### src/rtl/uart_rx.sv
// uart_rx: 8N1 UART receiver oversampled by i_clk; define UART_RX_PARITY_EN for 8E1 with parity check
module uart_rx #(
  parameter int CLKS_PER_BIT = 868,
  parameter logic [7:0] IDLE_DATA = 8'hFF
) (
  input  logic       i_clk,
  input  logic       i_rst,
  input  logic       i_rx,
  output logic [7:0] o_data,
  output logic       o_done,
  output logic       o_busy,
  output logic       o_frame_err,
  output logic       o_parity_err
);
  localparam int CW = $clog2(CLKS_PER_BIT);
  localparam logic [CW-1:0] LAST = CW'(CLKS_PER_BIT - 1);
  localparam logic [CW-1:0] HALF = CW'((CLKS_PER_BIT - 1) / 2);
  typedef enum logic [2:0] {IDLE, START, DATA, PARITY, STOP} state_t;
  state_t state, state_n;
  logic [CW-1:0] cnt, cnt_n;
  logic [2:0] idx, idx_n;
  logic [7:0] shift, shift_n, data_n;
  logic rx_m, rx_s, done_n, ferr_n;
`ifdef UART_RX_PARITY_EN
  logic pbad, pbad_n, perr_n;
`endif
  always_comb begin
    state_n = state;
    cnt_n = cnt + 1'b1;
    idx_n = idx;
    shift_n = shift;
    done_n = 1'b0;
    ferr_n = 1'b0;
`ifdef UART_RX_PARITY_EN
    pbad_n = pbad;
    perr_n = 1'b0;
`endif
    case (state)
      IDLE: begin
        cnt_n = '0;
        state_n = rx_s ? IDLE : START;
      end
      START: if (cnt == HALF) begin
        cnt_n = '0;
        idx_n = '0;
        state_n = rx_s ? IDLE : DATA;
      end
      DATA: if (cnt == LAST) begin
        cnt_n = '0;
        shift_n[idx] = rx_s;
        idx_n = idx + 1'b1;
`ifdef UART_RX_PARITY_EN
        state_n = &idx ? PARITY : DATA;
`else
        state_n = &idx ? STOP : DATA;
`endif
      end
`ifdef UART_RX_PARITY_EN
      PARITY: if (cnt == LAST) begin
        cnt_n = '0;
        pbad_n = ^shift ^ rx_s;
        state_n = STOP;
      end
`endif
      STOP: if (cnt == LAST) begin
        cnt_n = '0;
        state_n = IDLE;
        ferr_n = !rx_s;
`ifdef UART_RX_PARITY_EN
        perr_n = rx_s && pbad;
        done_n = rx_s && !pbad;
`else
        done_n = rx_s;
`endif
      end
      default: begin
        cnt_n = '0;
        state_n = IDLE;
      end
    endcase
    data_n = done_n ? shift : o_data;
  end
  always_ff @(posedge i_clk) begin
    if (i_rst) begin
      rx_m <= 1'b1;
      rx_s <= 1'b1;
      state <= IDLE;
      cnt <= '0;
      idx <= '0;
      shift <= '0;
      o_data <= IDLE_DATA;
      o_done <= 1'b0;
      o_busy <= 1'b0;
      o_frame_err <= 1'b0;
    end else begin
      rx_m <= i_rx;
      rx_s <= rx_m;
      state <= state_n;
      cnt <= cnt_n;
      idx <= idx_n;
      shift <= shift_n;
      o_data <= data_n;
      o_done <= done_n;
      o_busy <= state_n != IDLE;
      o_frame_err <= ferr_n;
    end
  end
`ifdef UART_RX_PARITY_EN
  always_ff @(posedge i_clk) begin
    if (i_rst) begin
      pbad <= 1'b0;
      o_parity_err <= 1'b0;
    end else begin
      pbad <= pbad_n;
      o_parity_err <= perr_n;
    end
  end
`else
  assign o_parity_err = 1'b0;
`endif
endmodule

### config.mk
export PLATFORM = sky130hd
export DESIGN_NAME = uart_rx
export DESIGN_NICKNAME = d
export VERILOG_FILES = /design/src/rtl/uart_rx.sv
export SDC_FILE = /design/constraint.sdc
export NUM_CORES = 1
export LEC_CHECK = 0
export ABC_AREA = 1
export BUFFER_PORTS_ARGS = -buffer_cell sky130_fd_sc_hd__buf_2
export CORE_MARGIN = 10
export CORE_UTILIZATION = 30
export CTS_BUF_LIST = sky130_fd_sc_hd__clkbuf_4 sky130_fd_sc_hd__clkbuf_8
export DETAILED_ROUTE_END_ITERATION = 7
export PLACE_DENSITY_LB_ADDON = 0.2
export RECOVER_POWER = 25
export SETUP_SLACK_MARGIN = 0.2
export SKIP_LAST_GASP = 1
export SLEW_MARGIN = 40
export SYNTH_ARGS = -nofsm -noshare
export SYNTH_HDL_FRONTEND = slang
export SYNTH_SLANG_ARGS = --single-unit
### constraint.sdc
create_clock -name i_clk -period 1.8 [get_ports i_clk]
set_input_delay 0.09 -clock i_clk [delete_from_list [all_inputs] [get_ports i_clk]]
set_output_delay 0.09 -clock i_clk [all_outputs]
set_load 0.03 [all_outputs]
* Word-level counts from Yosys, hierarchy flattened
Index checks and enable logic that the tools add are counted.
** Word-level totals
- Word-level logic and storage cells :: 51
- Input bits :: 3
- Flip-flop bits (word level) :: 37
** Cells by class
- Reductions and logical operators :: 10
- Bitwise gates (word level) :: 2
- Add/subtract/negate cells :: 2
- Multiplexer cells :: 18
- Magnitude comparators :: 2
- Equality and inequality tests :: 7
** Operators with widths (count)
- 10-bit two-way mux :: 2
- 10-bit case mux with 2 select lines :: 1
- 3-bit two-way mux :: 6
- 3-bit case mux with 4 select lines :: 1
- 10-bit by 1-bit adder with 10-bit output (second input constant) :: 1
- 10-bit == test (second input constant) :: 1
- 10-bit by 9-bit == test with 1-bit output (second input constant) :: 1
- 8-bit bitwise mux :: 1
- 3-bit case mux with 2 select lines :: 1
- 3-bit AND reduction :: 2
- 3-bit by 4-bit less-than comparator with 1-bit output (second input constant) :: 1
- 1-bit two-way mux :: 4
- 2-bit inequality test (second input constant) :: 2
- 3-bit by 1-bit adder with 3-bit output (second input constant) :: 1
- 1-bit demux with 3-bit select :: 1
- 3-bit by 1-bit == test with 1-bit output (second input constant) :: 1
- 3-bit by 2-bit == test with 1-bit output (second input constant) :: 1
- 3-bit == test (second input constant) :: 1
- 3-bit by 1-bit greater-or-equal comparator with 1-bit output (second input constant) :: 1
- 3-bit logical NOT :: 1
- 3-bit nonzero test :: 1
- 3-bit OR reduction :: 1
- 2-bit two-way mux :: 1
- 1-bit inverter :: 2
- other kinds (5) :: 5

* Depth between registers and ports, before layout
- Depth after elaboration :: 5
- Mapped depth :: 11

* Worst setup path after synthesis
Ideal clock, no wire load.
- Kind :: register to register
- Start point :: register cnt[0]
- End point :: register shift[4]
- Data arrival time :: 1439 ps
- Setup time :: 117 ps
- Cell stages (with the launch flop) :: 11
- Period minus slack after synthesis :: 1555 ps
- Data required time :: 1683 ps
- Slack :: 245 ps
- Cell sequence :: dfxtp_1 > ha_1 > inv_1 > nor2_2 > nand2_2 > nor2_4 > buf_6 > buf_8 > nand3_1 > o21ai_1 > nor2_1
** Between the ends
- Cells in the longest elaborated chain, start to end :: 2
** RTL lines
- start, declared :: line 20 : logic [CW-1:0] cnt, cnt_n;
- start signal, assigned :: line 99 : cnt <= cnt_n;
- 10-bit == test :: line 48 : DATA: if (cnt == LAST) begin
- 2-bit AND reduction (no line)
- end signal, assigned :: line 101 : shift <= shift_n;
- end, declared :: line 22 : logic [7:0] shift, shift_n, data_n;
Every way passes these cells.
A chain may end at the register's enable or synchronous reset.

* Final worst setup path
- Start point :: register cnt[1]
- End point :: register shift[4]
Same word-level chain as after synthesis.

==> run metrics <==
area of the die=9270 sq um; global-route layer with the greatest usage=met2; number of core rows=27; non-filler instance count after layout=approximately 330; number of warning messages in the yosys log=0; mean instance size in the synthesized netlist=7.46 sq um; Internal=about 0.0012 W; count of input and output buffers=13; most frequent standard cell in the layout excluding fill and tap cells=nand2_1; Routed WL per cell=11.1 um; # clock sinks=37; Starting Density=31.3%; data arrival time of the worst path=about 1.7 ns; crit path capture type=flop; Antenna Cells=0; Synth top area share=42.4%; CTS tree=done; area taken by multi-input logic gates=875 sq um; largest area contributor in the synthesized netlist=dfxtp_1; Final Max Slew Viols=0; number of search-and-repair iterations in the first detailed-routing pass=4; total global routing overflow=0; count of boundary I/O pins=15; critical path type=reg -> reg; clock period minus worst slack=1.54 ns; final clock skew=0.00639 ns; maximum number of pins on one net before global-route repair=20; combinational share of power=2.6%; Chip Height=approximately 96 um; part of the cycle the worst path needs=85.7%; Worst Hold Class=in -> reg; Cell variety after synth=30; Layout fillers=617; via count of the first global-routing pass=1,391; part of the power in registers=54.9%; upper clock frequency limit=~0.65 GHz; first-pass GRT wire length=6310 um; via total after detailed routing=between 1,000 and 1,500; syn_nets=241; Setup-failing EPs final=0; post-synthesis cell count=234; horizontal die dimension=96.3 um; data required time of the worst path=approximately 2.0 ns; met2 layer usage reported by global route=roughly 12%; setup tns final=0 ns; reported leakage power=a little under 0.9 nW; sw power=0.000319 W; number of H-tree branching levels=2; total standard cell area after synthesis=1750 sq um; met1 usage=11.1%; most used cells in the layout excluding fill and tap cells=nand2_1, dfxtp_1, nor2_1; leading cell types by total area after synthesis=dfxtp_1, nand2_1, nor2_1, nand3_1, nand4_1; gr usage total=between 8 and 9%; setup slack at placement=0.152 ns; largest voltage drop on the vdd net=0.000379 V; detailed placer's ending HPWL=between 2000 and 3000 um; total CTS buffers=5; number of design-rule violations left by the first detailed-router iteration=66; Total Routed Length=3690 um; clock root cell=clkbuf_8; DRC viols=0; clock share of power=a little over two fifths; Antenna Violating Nets Remaining=0; Sequential cell area=748 sq um; sequential element share of the synthesized area=42.4%; FF-to-FF setup slack=between 0.2 and 0.3 ns; reported max-cap violation count=0; run status=complete, no violations; Yosys reg bits=37; Core Region=5570 sq um; final hold violation count=0; clock-pin slew on the worst setup and hold paths=0.08 ns; via/cell ratio=4.47; switching part of the total power=a little over a fifth; hold_ws=0.0528 ns; CP Max Fanout=8; Syn-to-layout area delta=19.9%; net total in the final layout=265; final RePlAce weighted congestion=0.750; post-layout util=a little under two fifths; number of buffers between clock root and the deepest sink=2; met3 GRT Util=3.11%; unrepaired setup endpoints after global routing=true; number of antenna violations at the first check in global routing=0; startpoint class of the critical path=flop; power per cell area=715 nW/um^2; share of post-route cells with drive strength above 1=18.9%; clk_lat worst skew=0.29 ns; Placed Cells incl. Taps=314; worst setup margin=0.258 ns
routing by layer:
layer	vias up	part of all wire [%]
met3	7	5.5
met5	-	0
li1	803	-
met1	645	52
met4	0	1.7
met2	26	41
worst paths after layout:
path / from / endpoint / cells after the start
worst max-delay path: cnt[1] / shift[4] / 10
worst min-delay path: i_rst / idx[0] / 2
worst min register to register: rx_m / rx_s / 1
worst max register to register: cnt[1] / shift[4] / 10
cells in the mapped netlist:
master and count:
a21o_1 1, a21oi_1 1, a31oi_1 4, buf_1 1, buf_2 4, buf_4 1, buf_6 1, buf_8 1
clkbuf_1 2, conb_1 1, dfxtp_1 37, ha_1 4, inv_1 20, inv_2 4, nand2_1 48, nand2_2 5
nand2_4 1, nand3_1 22, nand4_1 15, nor2_1 32, nor2_2 2, nor2_4 3, nor3_1 3, nor3_2 2
o211ai_1 4, o21ai_0 2, o21ai_1 5, or2_2 2, xnor2_1 1, xor2_1 5
area by class of cell:
type | instances | share of cell area [%]
Clock buffer | 7 | 4.60
Clock inverter | 1 | 0.239
Inverter | 24 | 4.30
Multi-Input combinational cell | 163 | 41.8
Sequential cell | 37 | 35.7
Tap cell | 72 | 4.30
Timing Repair Buffer | 27 | 9.03
what timing repair did:
action                     in CTS  in global routing
pin swaps                       0                  6
cloned                          0                  1
buffers inserted                0                  7
hold buffers                    1                  0
hold endpoints to repair        1                  0
gates resized for setup         3                 10
setup endpoints to repair      10                 32
state kept, by name, indices dropped and copies added, names as in the netlist:
signal       cells
cnt             10
state            3
idx              3
rx_m             1
rx_s             1
o_frame_err      1
o_done           1
shift            8
o_data           8
o_busy           1
cells by family after synthesis:
logic type / Yosys count / synth area share, %
other: 1 / 0.215
buffers and inverters: 34 / 8.89
AO/OA/AOI/OAI: 17 / 5.88
XOR/XNOR: 6 / 3.01
AND/OR/NAND/NOR: 135 / 36.7
adder cells (fa/ha/maj): 4 / 2.87
flip-flops: 37 / 42.4
power groups by stage:
| stage | sequential, W | clock, W | combinational, W |
|---|---|---|---|
| after floorplan | 0.000846 | 0 | 0.0000239 |
| after global placement | 0.000843 | 0 | 0.0000380 |
| after detailed placement | 0.000843 | 0 | 0.0000376 |
| after CTS | 0.000824 | 0.000662 | 0.0000394 |
| after global routing | 0.000822 | 0.000701 | 0.0000435 |
| final | 0.000821 | 0.000637 | 0.0000388 |
metrics by stage:
stage / power [W] / cell area, sq um
2_1_floorplan: 0.000870 / 1750
3_3_place_gp: 0.000881 / 1870
3_5_place_dp: 0.000881 / 1870
4_1_cts: 0.00153 / 1990
5_1_grt: 0.00157 / 2090
6_report: 0.00150 / 2090
critical path: stages, from the launching register on:
cell,delay [ns]
dfxtp_4,0.37
ha_4,0.14
inv_1,0.06
nor2_4,0.12
nand2_2,0.07
nor2_4,0.18
buf_6,0.13
clkbuf_16,0.13
nand3_1,0.06
o21ai_1,0.14
nor2_1,0.04
(Power assumes the default switching activity.)
